==> src/rtl/irda_tx_arbiter.sv <==
// Arbiter sharing one half-duplex IrDA byte transmitter between two show-ahead byte FIFOs.
// Optional post-receive guard timer enabled by defining GUARD_TIMER_EN.
//
// state     | meaning
// ----------+--------------------------------------------------------------
// IDLE      | waiting for an eligible request; winner latched on exit
// ISSUE     | one-cycle pop of the granted FIFO and send strobe
// WAIT_ACK  | waiting for the transmitter to drop tx_available (bounded)
// WAIT_DONE | transmitter busy with the byte; waits for tx_available
module irda_tx_arbiter #(
    parameter int DW           = 8,
    parameter int MAX_BURST    = 4,
    parameter int GUARD_CYCLES = 16,
    parameter int ACK_TIMEOUT  = 64
) (
    input  logic          clock,
    input  logic          reset,
    input  logic          i_empty0,
    input  logic [DW-1:0] i_head0,
    output logic          o_rd0,
    input  logic          i_empty1,
    input  logic [DW-1:0] i_head1,
    output logic          o_rd1,
    input  logic          i_rx_busy,
    input  logic          i_tx_available,
    output logic          o_send,
    output logic [DW-1:0] o_tx_data,
    output logic          o_grant_id,
    output logic          o_busy,
    output logic          o_ack_err
);

    typedef enum logic [3:0] {
        S_IDLE      = 4'b0001,
        S_ISSUE     = 4'b0010,
        S_WAIT_ACK  = 4'b0100,
        S_WAIT_DONE = 4'b1000
    } state_t;

    localparam int BW = $clog2(MAX_BURST + 1);
    localparam int TW = (ACK_TIMEOUT > 1) ? $clog2(ACK_TIMEOUT) : 1;
    localparam logic [BW-1:0] BURST_MAX  = BW'(MAX_BURST);
    localparam logic [TW-1:0] TIMER_LOAD = TW'(ACK_TIMEOUT - 1);

    state_t          r_state;
    state_t          w_state_nxt;
    logic [DW-1:0]   r_tx_data;
    logic            r_grant;
    logic [BW-1:0]   r_burst;
    logic [TW-1:0]   r_timer;
    logic            w_guard_clear;
    logic            w_eligible;
    logic            w_winner;
    logic            w_grant;
    logic [BW-1:0]   w_burst_nxt;

`ifdef GUARD_TIMER_EN
    localparam int GW = (GUARD_CYCLES > 0) ? $clog2(GUARD_CYCLES + 1) : 1;
    logic [GW-1:0] r_guard;

    always_ff @(posedge clock) begin
        if (reset)
            r_guard <= '0;
        else if (i_rx_busy)
            r_guard <= GW'(GUARD_CYCLES);
        else if (r_guard != '0)
            r_guard <= r_guard - 1'b1;
    end

    assign w_guard_clear = (r_guard == '0);
`else
    // Without the timer the guard is never armed.
    assign w_guard_clear = (GUARD_CYCLES >= 0);
`endif

    assign w_eligible = !i_rx_busy && w_guard_clear && i_tx_available &&
                        (!i_empty0 || !i_empty1);

    // Stay with the last source until its burst allowance is used up.
    always_comb begin
        w_winner = i_empty0;
        if (!i_empty0 && !i_empty1)
            w_winner = (r_burst < BURST_MAX) ? r_grant : !r_grant;
    end

    assign w_burst_nxt = (w_winner != r_grant)   ? BW'(1) :
                         (r_burst < BURST_MAX)   ? r_burst + 1'b1 : r_burst;

    always_ff @(posedge clock) begin
        if (reset) begin
            r_state   <= S_IDLE;
            r_tx_data <= '0;
            r_grant   <= 1'b1;
            r_burst   <= BURST_MAX;
            r_timer   <= '0;
        end else begin
            r_state <= w_state_nxt;
            if (w_grant) begin
                r_tx_data <= w_winner ? i_head1 : i_head0;
                r_grant   <= w_winner;
                r_burst   <= w_burst_nxt;
            end
            if (r_state == S_ISSUE)
                r_timer <= TIMER_LOAD;
            else if (r_state == S_WAIT_ACK && r_timer != '0)
                r_timer <= r_timer - 1'b1;
        end
    end

    always_comb begin
        w_state_nxt = r_state;
        w_grant     = 1'b0;
        o_rd0       = 1'b0;
        o_rd1       = 1'b0;
        o_send      = 1'b0;
        o_ack_err   = 1'b0;
        case (r_state)
            S_IDLE: begin
                if (w_eligible) begin
                    w_grant     = 1'b1;
                    w_state_nxt = S_ISSUE;
                end
            end
            S_ISSUE: begin
                o_send      = 1'b1;
                o_rd0       = !r_grant;
                o_rd1       = r_grant;
                w_state_nxt = S_WAIT_ACK;
            end
            S_WAIT_ACK: begin
                if (!i_tx_available) begin
                    w_state_nxt = S_WAIT_DONE;
                end else if (r_timer == '0) begin
                    o_ack_err   = 1'b1;
                    w_state_nxt = S_IDLE;
                end
            end
            S_WAIT_DONE: begin
                if (i_tx_available)
                    w_state_nxt = S_IDLE;
            end
            default: w_state_nxt = S_IDLE;
        endcase
    end

    assign o_tx_data  = r_tx_data;
    assign o_grant_id = r_grant;
    assign o_busy     = (r_state != S_IDLE);

endmodule

==> config.mk <==
export PLATFORM = sky130hd
export DESIGN_NAME = irda_tx_arbiter
export DESIGN_NICKNAME = d
export VERILOG_FILES = /design/src/rtl/irda_tx_arbiter.sv
export SDC_FILE = /design/constraint.sdc
export NUM_CORES = 1
export LEC_CHECK = 0
export BUFFER_PORTS_ARGS = -buffer_cell sky130_fd_sc_hd__buf_4
export CAP_MARGIN = 30
export CORE_MARGIN = 3
export CORE_UTILIZATION = 54
export CTS_CLUSTER_DIAMETER = 80
export DETAILED_ROUTE_END_ITERATION = 6
export PLACE_DENSITY_LB_ADDON = 0.05
export SYNTH_ARGS = -nofsm -noshare
export SYNTH_HDL_FRONTEND = slang
export SYNTH_SLANG_ARGS = --single-unit
==> constraint.sdc <==
create_clock -name clock -period 5.4 [get_ports clock]
set_input_delay 1.35 -clock clock [delete_from_list [all_inputs] [get_ports clock]]
set_output_delay 1.35 -clock clock [all_outputs]
set_load 0.01 [all_outputs]
==> results of run 1 <==
cell type report:
class                      instances  share of cell area [%]
inverter                           7                    1.73
tap                               27                    2.22
multi-input combinational         96                    47.4
clock buffer                       4                    2.39
sequential                        22                    29.0
timing repair buffer              35                    17.3
critical path: cells and delay by family, from the launching register on:
family                 cells  cell delay (ns)
buffers and inverters      2             0.30
flip-flops                 1             0.41
AND/OR/NAND/NOR            2             0.92
stage by stage:
stage          util, %  area [um^2]
6_report          73.7         1520
5_1_grt           73.7         1520
4_1_cts           73.7         1520
3_5_place_dp      72.0         1480
3_3_place_gp      72.0         1480
2_1_floorplan        -         1230
final timing paths:
kind	startpoint	to	slack (ns)	depth (start not counted)
setup / recovery	r_state[2]$_SDFFE_PP0P_	o_rd1	2.12	4
hold / removal	r_timer[0]$_SDFFE_PP0P_	r_timer[0]$_SDFFE_PP0P_	0.50	1
setup reg to reg	r_state[0]$_SDFFE_PP1P_	o_grant_id$_SDFFE_PP1P_	3.08	4
hold reg to reg	r_timer[0]$_SDFFE_PP0P_	r_timer[0]$_SDFFE_PP0P_	0.50	1
metal layers:
| metal | global-route usage, % | vias to the layer above | routed length (um) |
|---|---|---|---|
| met5 | 0 | - | 0 |
| met4 | 3.83 | 0 | 13 |
| met3 | 3.32 | 2 | 98 |
| met2 | 38.7 | 16 | 1380 |
| met1 | 26.4 | 516 | 1220 |
| li1 | - | 557 | - |
cells by family after synthesis:
group / after synthesis / share of synthesized area (%)
simple gates: 43 / 22.1
mux: 9 / 7.32
fa+ha+maj: 3 / 3.05
flops: 22 / 35.8
xor+xnor: 4 / 2.85
compound gates: 37 / 23.3
buf+inv: 14 / 5.69
flip-flops by register name (all words and copies together), names as in the netlist:
| signal | cells |
|---|---|
| r_state | 4 |
| o_grant_id | 1 |
| o_tx_data | 8 |
| r_timer | 6 |
| r_burst | 3 |
cell usage in the layout (no fill, tap or decap), drive strengths merged, types with 2 or more instances in the layout:
cell	netlist	layout
clkbuf	2	4
dfxtp	22	22
nor2	14	14
nor3b	2	2
nand3b	2	2
buf	5	35
and2	2	2
inv	6	6
a211oi	12	12
a311oi	2	2
or4b	3	3
mux2i	9	9
nor4	2	2
nor4b	2	2
o21a	2	2
xnor2	4	4
o21ai	5	5
nor3	7	7
or2	2	2
a21oi	9	9
and4	2	2
ha	3	3
nand2	2	2
power groups by stage:
stage	Combinational, uW	Clock (uW)	Sequential, uW
global placement	120	0	197
global route	136	102	198
detailed placement	123	0	198
finish	123	91.4	195
CTS	124	93.5	195
floorplan	81.6	0	197
==> key figures, run 1 <==
Detailed routing
  • DR vias: 1091
  • Routed WL per cell: 14.2 um
  • Vias/cell: 5.71
  • DRC Markers: 0
  • Initial DRC count: 15
  • Final ANT Viol Nets: 0
  • Initial DRT Pass Iterations: 4
  • Wirelength, routed: 2.71 mm

Critical path
  • WS Path Type: flop to output port
  • Critical Path, Cell by Cell: or4b_2 -> clkinv_1 -> and2_1 -> buf_4
  • Slowest stage cell, crit path: or4b_2
  • Arr. time, crit path: 1.93 ns
  • Endpoint class of the critical path: output port
  • Critical path startpoint category: flop
  • WP data required: 4.05 ns
  • Slowest stage delay, CP: 0.77 ns
  • CP Max Fanout: 8

Pwr
  • Leakage: 0.000597 uW
  • Clock power frac: 22.3%
  • Switch Pwr: 130 uW
  • Seq pwr share: 47.7%
  • PD cells: 269 nW/um^2
  • Switching power share of the total: 31.6%
  • Logic pwr share: 30.0%
  • Overall power: 410 uW
  • Worst VDD drop: 0.000170 V
  • Int Power: 280 uW

Synthesis
  • Syn. warnings: 0
  • Ys async rst share: 0%
  • Ys flop type: dfxtp_1
  • Leading area contributor after synthesis: dfxtp_1
  • Cells after Synth: 132
  • Distinct cells, synth: 41
  • Post-synth top area share: 35.8%
  • Cell Area, Synth: 1230 um^2
  • Synth top cells by count: 22 x dfxtp_1, 14 x nor2_1, 12 x a211oi_1
  • Yosys reg bits: 22
  • Top post-synthesis cells by area: dfxtp_1 36%, mux2i_1 7.3%, a211oi_1 7.3%
  • EDFF count, synth: 0
  • Count leader, synth: dfxtp_1
  • Average size of a mapped cell: 9.33 um^2
  • Post-synthesis sequential area ratio: 35.8%
  • Syn Nets: 157

STA
  • Fin Setup TNS: 0 ns
  • Final clock skew: 0.00517 ns
  • Final WS setup: 2.12 ns
  • Setup violations, final: 0
  • Rel. slew slack: 47.7%
  • Crit path time final: 3.28 ns
  • Hold slack: 0.502 ns
  • Period Utilization, post-route: 60.7%
  • RSZ-0062 raised after global routing: no
  • Slew of the pin with the lowest slew margin: 0.782 ns
  • Slew Limit Fails: 0
  • Final hold vios: 0
  • Fmax: 0.305 GHz

Finish
  • Multi-input gate area: 721 um^2
  • P&R area growth vs syn: 23.5%
  • ANT cells: 0
  • Layout cells sized above 1: 30.5%
  • Nets: 190
  • Sequential Area: 440 um^2
  • Post-Layout Cell Count: 191
  • FILL cells: 173

Clock tree
  • Hold buffers post-CTS: 0
  • Setup bufs post-CTS: 0
  • Root buf cell: clkbuf_4
  • Inserted Clock Buffers: 3
  • CTS clk-pin slew, worst paths: 0.13 ns
  • Clock latency on the worst-skew pair: 0.30 ns
  • Sink Count: 22
  • PostCTS Resize Cnt: 0
  • Htree depth: 1
  • CTS tree: built
  • Longest Clk Path Bufs: 2

Global routing
  • Total grt overflow: 0
  • All-Layer GR Usage: 21.3%
  • First-pass GRT wire length: 4.60 mm
  • Initial antenna violation count: 0
  • Largest net degree at the start of global routing: 25
  • Vias in the first global route: 1032

Placed design
  • DP Cell Count: 187
  • PortBufs: 35
  • Dpl ws: 2.26 ns
  • RD Place Congestion: 0.829
  • Post-DP HPWL: 2.05 mm

Die
  • Initial Util: 59.7%
  • Core Region: 2060 um^2
  • IO Pins: 36
  • FP Rows: 16
  • Die height: 53.8 um
  • Die width: 53.8 um
  • Die area: 2890 um^2

Job
  • Max-cap viol count: 0

Hold path
  • Type of the worst min-delay path: flop to flop

Run status
  • Status: complete, no violations
Power figures use the tool's default switching activity.
==> run 2, diff against run 1 <==
CORE_UTILIZATION = 46   (was 54)
clock period = 2.6 ns   (was 5.4 ns; I/O delays follow)
==> run 2 against run 1 <==
  * Sequential cell count unchanged
  * Wire length up 2.4%
  * Clock skew down 0.0039 ns
  * Utilization down 11 points
  * Clock power rose to 2.9 times the previous value
  * Critical path type unchanged
  * Largest power group unchanged
==> key figures, run 2 (synthesis results as in run 1) <==
Pwr
  • PD cells: 596 nW/um^2 (was 269 nW/um^2)
  • Worst VDD drop: 0.000443 V (was 0.000170 V)
  • Overall power: 938 uW (was 410 uW)
  • Leakage: 0.000622 uW (was 0.000597 uW)

Run status
  • Status: complete, no violations (unchanged)

Die
  • Initial Util: 49.2% (was 59.7%)
  • Core Region: 2500 um^2 (was 2060 um^2)
  • Die width: 57.7 um (was 53.8 um)
  • Die area: 3330 um^2 (was 2890 um^2)
  • IO Pins: 36 (unchanged)
  • Die height: 57.7 um (was 53.8 um)
  • FP Rows: 18 (was 16)

Critical path
  • CP Max Fanout: 8 (unchanged)
  • WS Path Type: flop to output port (unchanged)
  • Endpoint class of the critical path: output port (unchanged)
  • Slowest stage cell, crit path: or4b_2 (unchanged)
  • Critical path startpoint category: flop (unchanged)
  • Slowest stage delay, CP: 0.78 ns (was 0.77 ns)
  • WP data required: 1.95 ns (was 4.05 ns)
  • Arr. time, crit path: 1.88 ns (was 1.93 ns)
  • Critical Path, Cell by Cell: or4b_2 -> clkinvlp_4 -> and2_1 -> buf_4 (was or4b_2 -> clkinv_1 -> and2_1 -> buf_4)

STA
  • Slew of the pin with the lowest slew margin: 0.460 ns (was 0.782 ns)
  • Period Utilization, post-route: 97.2%
  • RSZ-0062 raised after global routing: no (unchanged)
  • Crit path time final: 2.53 ns
  • Rel. slew slack: 69.3% (was 47.7%)
  • Slew Limit Fails: 0 (unchanged)
  • Fin Setup TNS: 0 ns (unchanged)
  • Final hold vios: 0 (unchanged)
  • Fmax: 0.396 GHz
  • Final clock skew: 0.00131 ns (was 0.00517 ns)
  • Setup violations, final: 0 (unchanged)

Clock tree
  • Sink Count: 22 (unchanged)
  • Htree depth: 1 (unchanged)
  • Longest Clk Path Bufs: 2 (unchanged)
  • Inserted Clock Buffers: 3 (unchanged)
  • CTS tree: built (unchanged)
  • Root buf cell: clkbuf_4 (unchanged)
  • CTS clk-pin slew, worst paths: 0.13 ns (about the same)
  • Clock latency on the worst-skew pair: 0.31 ns (was 0.30 ns)
  • Hold buffers post-CTS: 0 (unchanged)

Global routing
  • Vias in the first global route: 1052 (was 1032)
  • Largest net degree at the start of global routing: 25 (unchanged)
  • All-Layer GR Usage: 17.2% (was 21.3%)
  • Initial antenna violation count: 0 (unchanged)
  • Total grt overflow: 0 (unchanged)
  • First-pass GRT wire length: 4.61 mm (was 4.60 mm)

Finish
  • Layout cells sized above 1: 32.7% (was 30.5%)
  • Number of flip-flops in the largest register: 8 (unchanged)
  • Sequential Area: 440 um^2 (unchanged)
  • Multi-input gate area: 721 um^2 (unchanged)
  • Most frequent cells in the layout: 39 x buf_4, 22 x dfxtp_1, 14 x nor2_1 (was 35 x buf_4, 22 x dfxtp_1, 14 x nor2_1)
  • FILL cells: 220 (was 173)
  • Nets: 194 (was 190)
  • ANT cells: 0 (unchanged)
  • Final core utilization: 63.0% (was 73.7%)
  • P&R area growth vs syn: 27.8% (was 23.5%)
  • Commonest non-fill, non-tap cell in the layout: buf_4 (unchanged)

Detailed routing
  • DR vias: 1096 (was 1091)
  • Vias/cell: 5.54 (was 5.71)
  • Initial DRT Pass Iterations: 4 (unchanged)
  • Final ANT Viol Nets: 0 (unchanged)
  • Initial DRC count: 64 (was 15)
  • Routed WL per cell: 14.0 um (was 14.2 um)
  • Wirelength, routed: 2.78 mm (was 2.71 mm)
  • DRC Markers: 0 (unchanged)

Placed design
  • PortBufs: 35 (unchanged)
  • RD Place Congestion: 0.844 (was 0.829)
  • Post-DP HPWL: 2.06 mm (was 2.05 mm)

Job
  • Max-cap viol count: 0 (unchanged)

Hold path
  • Type of the worst min-delay path: flop to flop (unchanged)
-- run 2: cell types whose count changed in the layout (fill, tap and decap cells not counted) --
cell | previous run | this run
clkinvlp_4 | 0 | 1
clkbuf_8 | 1 | 0
buf_4 | 35 | 39
bufinv_16 | 0 | 1
clkinv_1 | 1 | 0
-- run 2: through the flow --
step / cell area (um^2) / hold slack (ns) / instances / setup WS [ns]
after floorplan: 1230 / 0.459 / 132 / 0.515
after global placement: 1500 / 0.477 / 192 / 0.436
after detailed placement: 1500 / 0.486 / 192 / 0.388
after CTS: 1560 / 0.506 / 196 / 0.0287
after global routing: 1570 / 0.536 / 198 / 0.00506
final: 1570 / 0.511 / 198 / 0.0725
-- run 2: repair_timing --
item | CTS | global route
setup buffers | 0 | 2
setup endpoints to repair | 0 | 1
gates resized for setup | 0 | 1
-- run 2: worst max-delay path: cells and delay by family, from the launching register on --
kind                   cells  cell delay, ns
buffers and inverters      2            0.26
flip-flops                 1            0.40
AND/OR/NAND/NOR            2            0.91
-- run 2: worst paths after layout --
kind	to	slack, ns	start	cells past startpoint
hold reg to reg	r_timer[0]$_SDFFE_PP0P_	0.51	r_timer[0]$_SDFFE_PP0P_	1
setup reg to reg	o_tx_data[3]$_SDFFE_PP0P_	0.54	r_state[1]$_SDFFE_PP0P_	5
hold / removal	r_timer[0]$_SDFFE_PP0P_	0.51	r_timer[0]$_SDFFE_PP0P_	1
setup / recovery	o_rd1	0.07	r_state[2]$_SDFFE_PP0P_	4
-- run 2: final cells by class --
type / count / area share (%)
multi-input combinational: 96 / 45.8
tap: 30 / 2.38
timing repair buffer: 39 / 18.6
clock buffer: 3 / 1.43
inverter: 7 / 1.91
sequential: 22 / 28.0
clock inverter: 1 / 1.91
-- run 2: per-layer routing --
layer  GRT usage, %  wire length (um)
met5              0                 0
met4           4.64                19
met3           4.23               137
met2           28.9              1290
met1           21.9              1330
-- run 2: power breakdown --
group / internal, uW / total [uW] / switching, uW
clock: 156 / 263 / 108
sequential: 370 / 405 / 34.9
combinational: 136 / 270 / 134
